`src/rtl/cmd_wb_exec.sv`:
```
// cmd_wb_exec: executes host commands (READ/WRITE/SET_ADDR/ABORT) as single Wishbone
// pipelined-mode transactions and returns exactly one response word per accepted command.
// Optional build macro CMD_WB_TIMEOUT_EN: when defined, a bus transaction that gets no
// ack/err within TIMEOUT_CYCLES is abandoned with an error response.
`timescale 1ns / 1ps

module cmd_wb_exec #(
  parameter int unsigned ADDR_WIDTH     = 30,
  parameter int unsigned TIMEOUT_CYCLES = 255
) (
  input  logic                  clk,
  input  logic                  reset_n,
  input  logic                  cmd_stb,
  input  logic [33:0]           cmd_word,
  output logic                  cmd_busy,
  output logic                  rsp_stb,
  output logic [33:0]           rsp_word,
  output logic                  wb_cyc,
  output logic                  wb_stb,
  output logic                  wb_we,
  output logic [ADDR_WIDTH-1:0] wb_addr,
  output logic [31:0]           wb_data_w,
  output logic [3:0]            wb_sel,
  input  logic                  wb_stall,
  input  logic                  wb_ack,
  input  logic                  wb_err,
  input  logic [31:0]           wb_data_r
);

  localparam logic [1:0] OpRead    = 2'b00;
  localparam logic [1:0] OpWrite   = 2'b01;
  localparam logic [1:0] OpSetAddr = 2'b10;
  localparam logic [1:0] OpAbort   = 2'b11;

  localparam logic [1:0] RspWrite = 2'b00;
  localparam logic [1:0] RspRead  = 2'b01;
  localparam logic [1:0] RspAddr  = 2'b10;
  localparam logic [1:0] RspErr   = 2'b11;

  typedef enum logic [1:0] {StIdle, StReq, StWait, StResp} state_e;

  state_e                state_q;
  logic                  cmd_busy_q;
  logic                  rsp_stb_q;
  logic [33:0]           rsp_word_q;
  logic                  wb_cyc_q;
  logic                  wb_stb_q;
  logic                  wb_we_q;
  logic [ADDR_WIDTH-1:0] wb_addr_q;
  logic [31:0]           wb_data_w_q;
  logic [ADDR_WIDTH-1:0] addr_q;
  logic                  inc_en_q;

  logic [1:0]            cmd_op;
  logic [ADDR_WIDTH-1:0] set_addr_val;
  logic                  timeout_hit;

  assign cmd_op = cmd_word[33:32];

  // Relative offsets wrap mod 2^ADDR_WIDTH, so sign extension reduces to a plain add.
  assign set_addr_val = cmd_word[31] ? addr_q + cmd_word[ADDR_WIDTH-1:0]
                                     : cmd_word[ADDR_WIDTH-1:0];

`ifdef CMD_WB_TIMEOUT_EN
  localparam int unsigned CntW = (TIMEOUT_CYCLES > 255) ? $clog2(TIMEOUT_CYCLES + 1) : 8;

  logic [CntW-1:0] tmo_cnt_q;
  logic            in_bus;

  assign in_bus      = (state_q == StReq) || (state_q == StWait);
  assign timeout_hit = in_bus && (tmo_cnt_q == CntW'(TIMEOUT_CYCLES - 1));

  // Count edges spent in REQ/WAIT; cleared whenever no transaction is outstanding.
  always_ff @(posedge clk or negedge reset_n) begin
    if (!reset_n) begin
      tmo_cnt_q <= '0;
    end else if (in_bus) begin
      tmo_cnt_q <= tmo_cnt_q + CntW'(1);
    end else begin
      tmo_cnt_q <= '0;
    end
  end
`else
  logic unused_timeout_cfg;

  assign unused_timeout_cfg = ^TIMEOUT_CYCLES;
  assign timeout_hit        = 1'b0;
`endif

  // Command FSM with all bus and response outputs registered.
  always_ff @(posedge clk or negedge reset_n) begin
    if (!reset_n) begin
      state_q     <= StIdle;
      cmd_busy_q  <= 1'b0;
      rsp_stb_q   <= 1'b0;
      rsp_word_q  <= '0;
      wb_cyc_q    <= 1'b0;
      wb_stb_q    <= 1'b0;
      wb_we_q     <= 1'b0;
      wb_addr_q   <= '0;
      wb_data_w_q <= '0;
      addr_q      <= '0;
      inc_en_q    <= 1'b1;
    end else begin
      rsp_stb_q <= 1'b0;
      unique case (state_q)
        // RESP behaves like IDLE for acceptance so commands can run back-to-back.
        StIdle, StResp: begin
          state_q    <= StIdle;
          cmd_busy_q <= 1'b0;
          if (cmd_stb && !cmd_busy_q) begin
            unique case (cmd_op)
              OpRead, OpWrite: begin
                state_q    <= StReq;
                cmd_busy_q <= 1'b1;
                wb_cyc_q   <= 1'b1;
                wb_stb_q   <= 1'b1;
                wb_we_q    <= (cmd_op == OpWrite);
                wb_addr_q  <= addr_q;
                if (cmd_op == OpWrite) begin
                  wb_data_w_q <= cmd_word[31:0];
                end
              end
              OpSetAddr: begin
                state_q    <= StResp;
                addr_q     <= set_addr_val;
                inc_en_q   <= ~cmd_word[30];
                rsp_stb_q  <= 1'b1;
                rsp_word_q <= {RspAddr, 32'(set_addr_val)};
              end
              OpAbort: begin
                state_q    <= StResp;
                rsp_stb_q  <= 1'b1;
                rsp_word_q <= {RspErr, 32'h0000_0000};
              end
              default: state_q <= StIdle;
            endcase
          end
        end
        StReq, StWait: begin
          if (wb_err || wb_ack || timeout_hit) begin
            state_q    <= StResp;
            cmd_busy_q <= 1'b0;
            wb_cyc_q   <= 1'b0;
            wb_stb_q   <= 1'b0;
            wb_we_q    <= 1'b0;
            rsp_stb_q  <= 1'b1;
            if (wb_err || !wb_ack) begin
              // Error wins over a simultaneous ack; failed transfers never advance the address.
              rsp_word_q <= {RspErr, 32'h0000_0000};
            end else begin
              rsp_word_q <= wb_we_q ? {RspWrite, 32'h0000_0000} : {RspRead, wb_data_r};
              if (inc_en_q) begin
                addr_q <= addr_q + ADDR_WIDTH'(1);
              end
            end
          end else if ((state_q == StReq) && !wb_stall) begin
            state_q  <= StWait;
            wb_stb_q <= 1'b0;
          end
        end
        default: state_q <= StIdle;
      endcase
    end
  end

  assign cmd_busy  = cmd_busy_q;
  assign rsp_stb   = rsp_stb_q;
  assign rsp_word  = rsp_word_q;
  assign wb_cyc    = wb_cyc_q;
  assign wb_stb    = wb_stb_q;
  assign wb_we     = wb_we_q;
  assign wb_addr   = wb_addr_q;
  assign wb_data_w = wb_data_w_q;
  assign wb_sel    = 4'hF;

endmodule
```
`config.mk`:
```
export PLATFORM = sky130hd
export DESIGN_NAME = cmd_wb_exec
export DESIGN_NICKNAME = d
export VERILOG_FILES = /design/src/rtl/cmd_wb_exec.sv
export SDC_FILE = /design/constraint.sdc
export NUM_CORES = 1
export LEC_CHECK = 0
export BUFFER_PORTS_ARGS = -buffer_cell sky130_fd_sc_hd__buf_2
export CORE_MARGIN = 1
export CORE_UTILIZATION = 50
export CTS_BUF_LIST = sky130_fd_sc_hd__clkbuf_8 sky130_fd_sc_hd__clkbuf_16
export CTS_CLUSTER_SIZE = 12
export DETAILED_ROUTE_END_ITERATION = 8
export PLACE_DENSITY = 0.83
export SETUP_SLACK_MARGIN = 0.3
export SKIP_CTS_REPAIR_TIMING = 1
export SLEW_MARGIN = 15
export SYNTH_ARGS = -nofsm -noshare
export SYNTH_HDL_FRONTEND = slang
export SYNTH_SLANG_ARGS = --single-unit
```
`constraint.sdc`:
```
create_clock -name clk -period 2.4 [get_ports clk]
set_input_delay 0.12 -clock clk [delete_from_list [all_inputs] [get_ports clk]]
set_output_delay 0.12 -clock clk [all_outputs]
set_load 0.01 [all_outputs]
```
-- After elaboration in Yosys (flattened, before gate mapping)
Cells that the tools add are included.
- register bits after elaboration: 134
- latch bits: 0
- RAM bits: 0
- ROM bits: 0
- input bits: 72
- logic and storage cells: 83
- memories kept: 0
- add/subtract/negate cells: 2
- $mul: 0
- divide/modulo/power cells: 0
- magnitude comparators: 0
- eq/ne operators: 14
- shift operators: 0
- mux-type cells: 35
- bitwise operators: 1
- reduce and logical (&&, ||, !) cells: 20
- operator list (kind ; number):
    two-way mux 30 bit ; 6
    case mux 34 bit (2 select lines) ; 2
    two-way mux 34 bit ; 3
    case mux 30 bit (2 select lines) ; 1
    two-way mux 33 bit ; 1
    adder 30 x 1 -> 30 bit, second input constant ; 1
    adder 30 bit ; 1
    AND reduction 3 bit ; 5
    two-way mux 1 bit ; 12
    case mux 1 bit (2 select lines) ; 5
    equality test 2 bit, second input constant ; 4
    != test 2 bit, second input constant ; 4
    case mux 2 bit (2 select lines) ; 2
    OR reduction 2 bit ; 4
    two-way mux 2 bit ; 3
    AND reduction 5 bit ; 1
    equality test 2 x 1 -> 1 bit, second input constant ; 2
    logical NOT 2 bit ; 2
    != test 2 x 1 -> 1 bit, second input constant ; 2
    AND reduction 4 bit ; 1
    logical NOT 1 bit ; 3
    != test 3 x 1 -> 1 bit, second input constant ; 1
    != test 3 bit, second input constant ; 1
    logical AND 1 bit ; 2
    2 further kinds ; 3

-- Logic depth before layout (Yosys ltp)
Gate-level depths: netlist of the first run.
- word-level depth: 5
- gate-level depth with buffers: 12

-- Least setup slack after synthesis of the first run
No wires, ideal clock.
- kind: register to register
- start point: register addr_q[0]
- end point: register rsp_word_q[26] (netlist: rsp_word[26])
- data arrival time: 2.499 ns
- path slack: -0.218 ns
- stages on the path, launching flop included: 11
- path buffers: 0
- cells stage by stage: dfrtp_1 > ha_1 > fa_1 > a211oi_1 > o21ai_1 > o211ai_1 > a21oi_2 > o21a_1 > a21oi_1 > xnor2_1 > o21ba_2
- longest elaborated chain between the ends: 5
- ends and longest elaborated chain (element ; RTL line ; RTL):
    start: declaration ; 51 ; logic [ADDR_WIDTH-1:0] addr_q;
    start signal: assignment ; 126 ; addr_q <= set_addr_val;
    start signal: assignment ; 154 ; addr_q <= addr_q + ADDR_WIDTH'(1);
    adder 30 bit ; 61 ; assign set_addr_val = cmd_word[31] ? addr_q + cmd_word[ADDR_WIDTH-1:0]
    two-way mux 30 bit ; 61 ;
    case mux 34 bit (2 select lines) ; 112 ; unique case (cmd_op)
    two-way mux 34 bit ; 111 ; if (cmd_stb && !cmd_busy_q) begin
    case mux 34 bit (2 select lines) ; 106 ; unique case (state_q)
    end signal: assignment ; 129 ; rsp_word_q <= {RspAddr, 32'(set_addr_val)};
    end signal: assignment ; 134 ; rsp_word_q <= {RspErr, 32'h0000_0000};
    end signal: assignment ; 150 ; rsp_word_q <= {RspErr, 32'h0000_0000};
    end: declaration ; 45 ; logic [33:0] rsp_word_q;
No other way between the ends. The select of a mux whose other input is x is not followed.
A chain may end at the register's enable or synchronous reset.

-- Final worst setup path of the first run
Ends and elaborated chain as after synthesis.

==> metrics.txt, run 1 <==
CTS tree=done; Reg clk slew, reported paths=about 0.06 ns; Clock Tree Buf Depth=2; Final nets=approximately 1200; RSZ-0062 raised after global routing=yes; vias=roughly 8400; failing checks=negative hold slack, negative setup slack; #FFs+latches synth=134; initial core utilization=around 51%; Synth top area share=about two fifths; worst skew pair latency=approximately 0.44 ns; Port Buffers=172; crit path capture=rsp_word[26]$_DFFE_PN0P_; layout overhead on the synthesized area=44.7%; synth top area cells=dfrtp_1 41%, mux2_2 9.6%, ha_1 4.8%; Yosys cell types=80; first-pass GRT wire length=roughly 40 mm; antenna violations before repair=0; final hold violation count=5; syn_area_per_cell=around 9.7 sq um; critical path class=flip-flop to flip-flop; Global Route Usage Sum=between 30% and 40%; Worst Path Max Fanout=4; worst slack, placed=-0.152 ns; Pwr per Cell Area=approximately 1500 nW/um^2; commonest cells in the netlist=133 x dfrtp_1, 83 x nand2_1, 69 x mux2_2; Fill cells=between 1000 and 1500; WL final=between 20 and 30 mm; ys async rst share=between 90% and 100%; CORE AREA=about 16000 sq um; multi-input combinational cell area=between 5000 and 6000 sq um; Period minus WS final=about 2.7 ns; slew margin rel.=48.1%; largest net degree at the start of global routing=72; num rows=46; RR Endpoint=rsp_word[26]$_DFFE_PN0P_; CTS Sinks=about 130; reg2reg setup slack=-0.32 ns; achievable frequency=0.367 GHz; antenna-violating nets left=0; critical path launch point=addr_q[0]$_DFFE_PN0P_; Residual DRC=0; register area share after synthesis=between 40% and 50%; # diodes=0; final non-filler cell total=approximately 1400; Slowest cell on crit path=dfrtp_1; Die Wd=roughly 130 microns; H-tree Lvls=4; Final GP Congestion=about 0.95; Worst Skew=roughly 0.016 ns; FF-to-FF Start=addr_q[0]$_DFFE_PN0P_; Worst EP required=between 2 and 3 ns; Arr. time, crit path=between 3 and 4 ns; biggest area consumer among synthesized cells=dfrtp_1; CP Cell Sequence=ha_4 -> fa_2 -> a211oi_2 -> o21ai_2 -> o211ai_1 -> a21oi_2 -> o21a_4 -> a21oi_4 -> xnor2_2 -> o21ba_2; Starting DRT DRC Count=between 800 and 900; worst setup margin=-0.323 ns; Chip Height=between 100 and 150 microns; CTS Root Cell=clkbuf_16; worst slew pin tran=just under 0.8 ns; critical path's largest stage delay=~0.40 ns; total power=between 15 and 20 mW; Max Slew Vio Count=0; number of flops mapped to enable cells by yosys=0; post-detailed-route via-to-cell ratio=~6.1; cts bufs inserted=17; number of global-route vias before repair=~7400; I/O pin count=between 150 and 200; reg2reg path depth=10; WHS Path Cells=3; synthesized area=a little over 8000 sq um; die area=~17000 sq um; Syn Inst Count=approximately 840; hold crit path type=primary input to flip-flop; critical path's top delay family=compound AO/OA/AOI/OAI gates; Worst path depth=10; prevailing post-synth register cell=dfrtp_1; Seq. cell area=around 3400 sq um; routed len/inst=about 21 microns; Worst Setup Start Kind=flip-flop; worst hold slack=-0.0130 ns; Yosys warning count=0; GR Overflow Total=0; Crit. End Element=flip-flop; leakage power=roughly 5.2 nW; CP bufs+invs=0; final setup violation count=33; HPWL after DPL=between 15 and 20 mm; Placed Cells=1295; ratio of cells with drive above 1 in the final layout=47.2%; most common cell in the netlist=dfrtp_1; Pre-antenna DRT Iters=7; Final period util=113%; Worst VDD drop=0.708 mV; outcome=complete, but fails checks; final core utilization=74.1%; max-cap viol count=0
worst min path at each step:
| stage | start | endpoint | slack, ns |
|---|---|---|---|
| floorplan | reset_n | addr_q[0]$_DFFE_PN0P_ | -0.18 |
| global placement | reset_n | wb_data_w[4]$_DFFE_PN0P_ | 0.18 |
| detailed placement | reset_n | wb_addr[4]$_DFFE_PN0P_ | 0.19 |
| CTS | reset_n | addr_q[18]$_DFFE_PN0P_ | -0.26 |
| global route | wb_data_r[3] | rsp_word[3]$_DFFE_PN0P_ | 0.0004 |
| finish | wb_data_r[19] | rsp_word[19]$_DFFE_PN0P_ | -0.01 |
report_power, final:
| part | switching (mW) | total (mW) | internal [mW] | leakage [nW] |
|---|---|---|---|---|
| combinational | 5.76 | 10.6 | 4.82 | 3.34 |
| sequential | 0.679 | 3.99 | 3.31 | 1.55 |
| clock | 1.05 | 2.60 | 1.54 | 0.284 |
| total | 7.49 | 17.2 | 9.67 | 5.17 |
stage by stage:
step / setup TNS [ns] / instance area [sq um]
2_1_floorplan: -0.00164 / 8380
3_3_place_gp: -0.475 / 10100
3_5_place_dp: -1.16 / 10100
4_1_cts: -1.52 / 10700
5_1_grt: -7.93 / 11700
6_report: -5.36 / 11700
per-layer routing:
layer | part of all wire, % | vias to the layer above | track usage (%)
li1 | - | 3730 | -
met1 | 41 | 4057 | 41.8
met2 | 47 | 482 | 49.6
met3 | 7.3 | 124 | 6.19
met4 | 4.5 | 0 | 13.1
met5 | 0 | - | 0
area by class of cell:
class	count	area share, %
Multi-Input combinational cell	650	45.4
Clock buffer	18	3.75
Inverter	12	0.384
Sequential cell	134	28.7
Tap cell	216	2.31
Timing Repair Buffer	325	18.3
Clock inverter	14	1.16
worst reg2reg max path, delay by kind of cell, from the launching register on:
family	cells	cell delay, ns
compound gates	7	1.58
fa+ha+maj	2	0.54
flops	1	0.40
xor+xnor	1	0.09
state kept, by name (all words and copies together), names as in the netlist, 2 cells and up:
register,cells
wb_data_w,32
rsp_word,34
wb_addr,30
addr_q,30
state_q,2
placed cells by master (no fill, tap or decap), drive strengths merged, types with 5 or more instances in the layout:
master / instances
buf: 302
dfrtp: 133
nand2: 83
mux2: 69
a21oi: 64
nor2: 61
o21ai: 56
ha: 31
nor3: 25
nand3: 24
dlygate4sd3: 23
a21o: 18
clkbuf: 18
xnor2: 16
a221oi: 15
inv: 14
mux2i: 13
a211oi: 13
o21a: 11
and3: 10
o22ai: 9
a22oi: 9
o211ai: 8
nand4: 8
clkinv: 7
a31oi: 6
nor4: 6
nor2b: 6
a221o: 5
a22o: 5
nand2b: 5
and2: 5
xor2: 5
nor3b: 5
o221ai: 5
cells by family (layout without fill, tap and decap cells):
kind of cell	Yosys count	after routing	synth area share, %
AOI/OAI and AO/OA	258	258	21.1
and+or+nand+nor	253	253	15.7
DFF	134	134	41.4
muxes	82	82	11.2
buffers and inverters	56	369	3.14
adders and majority gates	32	32	5.04
xor gates and xnor gates	21	21	2.27
other	1	4	0.0463
(Power assumes the default switching activity.)
==> run 2, diff against run 1 <==
--- a/config.mk
+++ b/config.mk
@@ -7,11 +7,11 @@
 export LEC_CHECK = 0
 export BUFFER_PORTS_ARGS = -buffer_cell sky130_fd_sc_hd__buf_2
 export CORE_MARGIN = 1
-export CORE_UTILIZATION = 50
-export CTS_BUF_LIST = sky130_fd_sc_hd__clkbuf_8 sky130_fd_sc_hd__clkbuf_16
+export CORE_UTILIZATION = 51
+export CTS_BUF_LIST = sky130_fd_sc_hd__clkbuf_4
 export CTS_CLUSTER_SIZE = 12
 export DETAILED_ROUTE_END_ITERATION = 8
-export PLACE_DENSITY = 0.83
+export PLACE_DENSITY = 0.85
 export SETUP_SLACK_MARGIN = 0.3
 export SKIP_CTS_REPAIR_TIMING = 1
 export SLEW_MARGIN = 15
==> metrics.txt, run 2 (synthesis gave the netlist of run 1 again) <==
final core utilization=78.8% (+4.7 points); HP Start=cmd_word[20]; sequential share of power=23.6% (+0.4 points); routed len/inst=22.1 microns (+6.6%); Pre-antenna DRT Iters=5 (-2); setup TNS=-5.07 ns (+0.292 ns); grt met3 use=6.72% (+0.53 points); fin area=12100 sq um (+3.3%); achievable frequency=0.371 GHz (+0.92%); met1 usage=40.4% (-1.3 points); Pwr per Cell Area=1400 nW/um^2 (-4.4%); Worst Setup Start Kind=flip-flop; layout overhead on the synthesized area=49.5%; vias=8930 (+6.4%); hold crit path type=primary input to flip-flop; Chip Height=128 microns (-0.97%); CORE AREA=15400 sq um (-2.9%); first-pass GRT wire length=39.9 mm (+1.1%); antenna violations before repair=0 (unchanged); antenna-violating nets left=0 (unchanged); Switching Power=7.66 mW (+2.2%); Clock Tree Buf Depth=2 (unchanged); met2 Usage GRT=52.6% (+3.0 points); Starting DRT DRC Count=1134 (+28%); DP Area=10100 sq um (about the same); failing checks=negative hold slack, negative setup slack; Worst VDD drop=0.983 mV (+39%); RR Endpoint=rsp_word[26]$_DFFE_PN0P_; Most Crowded Layer GR=met2; die area=16400 sq um (-1.9%); worst slack, placed=-0.157 ns (-0.00538 ns); worst slew pin tran=0.610 ns (-0.165 ns); max-cap viol count=0 (unchanged); I/O pin count=177 (unchanged); final hold violation count=3 (-2); Worst Path Max Fanout=4 (unchanged); cts bufs inserted=17 (unchanged); leakage power=5.33 nW (+3.2%); Reg clk slew, reported paths=0.13 ns (+0.07 ns); Final GP Congestion=0.978 (+2.9%); total power=16.9 mW (-1.3%); most frequent cells in the layout=171 x buf_2, 125 x dfrtp_1, 109 x buf_4; max reg flops=34 (unchanged); Worst EP required=2.90 ns (+0.18 ns); RSZ-0062 raised after global routing=yes; Max Slew Vio Count=0 (unchanged); Period minus WS final=2.70 ns (-0.0249 ns); worst setup margin=-0.298 ns (+0.0249 ns); worst hold slack=-0.0103 ns (+0.00275 ns); reg2reg setup slack=-0.30 ns (+0.02 ns); Hold Path End=addr_q[20]$_DFFE_PN0P_; Clock power frac=10.8% (-4.3 points); final non-filler cell total=1409 (+2.9%); Worst Skew=0.0229 ns (+0.00742 ns); ratio of cells with drive above 1 in the final layout=45.7% (-1.4 points); HPWL after DPL=18.9 mm (-0.17%); initial core utilization=52.7% (+1.5 points); Arr. time, crit path=3.20 ns (+0.16 ns); WHS Path Cells=4 (+1); Internal=9.29 mW (-4.0%); # diodes=0 (unchanged); critical path class=flip-flop to flip-flop; slew margin rel.=59.3% (+11 points); post-detailed-route via-to-cell ratio=6.34 (+3.4%); outcome=complete, but fails checks; CTS Root Cell=clkbuf_4; reg2reg path depth=10 (unchanged); num rows=45 (-2.2%); Residual DRC=0 (unchanged); Placed Cells=1285 (-0.77%); final setup violation count=38 (+15%); worst skew pair latency=0.60 ns (+0.16 ns); Switching Fraction=45.2% (+1.5 points); FF-to-FF Start=addr_q[0]$_DFFE_PN0P_; H-tree Lvls=4 (unchanged); WL final=31.2 mm (+9.7%); Global Route Usage Sum=31.6% (+0.34 points); number of global-route vias before repair=7713 (+4.1%); Die Wd=128 microns (-0.97%); Port Buffers=172 (unchanged); Comb power frac=65.6% (+3.9 points); GR Overflow Total=0 (unchanged); CTS tree=done; Final period util=112% (-1.0 points); CTS Sinks=134 (unchanged); largest net degree at the start of global routing=62 (-14%); Crit. End Element=flip-flop; most common cell after layout, fill and taps aside=buf_2; Final nets=1289 (+3.6%)
[run 2: how the worst max path moves through the flow]
stage / startpoint / end / slack, ns
6_report: addr_q[0]$_DFFE_PN0P_ / rsp_word[26]$_DFFE_PN0P_ / -0.30
5_1_grt: addr_q[0]$_DFFE_PN0P_ / addr_q[28]$_DFFE_PN0P_ / -0.37
4_1_cts: addr_q[0]$_DFFE_PN0P_ / rsp_word[26]$_DFFE_PN0P_ / -0.17
3_5_place_dp: addr_q[0]$_DFFE_PN0P_ / rsp_word[26]$_DFFE_PN0P_ / -0.16
3_3_place_gp: addr_q[0]$_DFFE_PN0P_ / rsp_word[26]$_DFFE_PN0P_ / -0.1
2_1_floorplan: addr_q[0]$_DFFE_PN0P_ / rsp_word[26]$_DFFE_PN0P_ / -0.002
[run 2: final cells by class]
cell class / instances / area [sq um]
clock buffer: 17 / 128
clock inverter: 15 / 210
fill: 884 / 3260
inverter: 12 / 45.0
multi-input combinational: 650 / 5400
sequential: 134 / 3360
tap: 211 / 264
timing repair buffer: 370 / 2700
[run 2: power by group through the flow]
stage | combinational [mW] | sequential, mW | clock, mW
finish | 11.1 | 4.00 | 1.83
global route | 11.8 | 4.09 | 1.92
CTS | 8.93 | 3.91 | 1.81
detailed placement | 8.88 | 3.95 | 0
global placement | 8.66 | 3.89 | 0
floorplan | 5.14 | 4.36 | 0
[run 2: per-layer routing]
| metal | vias to the layer above | share of wire, % | wire length, microns |
|---|---|---|---|
| met3 | 172 | 9.3 | 2890 |
| li1 | 3824 | - | - |
| met2 | 628 | 48 | 15000 |
| met1 | 4306 | 37 | 11600 |
| met5 | - | 0 | 0 |
| met4 | 0 | 5.6 | 1730 |
[run 2: critical path, cell delays in order, from the launching register on]
cell and delay, ns:
dfrtp_1 0.43, ha_4 0.18, fa_2 0.38, a211oi_2 0.25, o21ai_2 0.13, o211ai_1 0.31
a21oi_2 0.14, o21a_2 0.27, a21oi_4 0.19, xnor2_2 0.10, o21ba_2 0.22
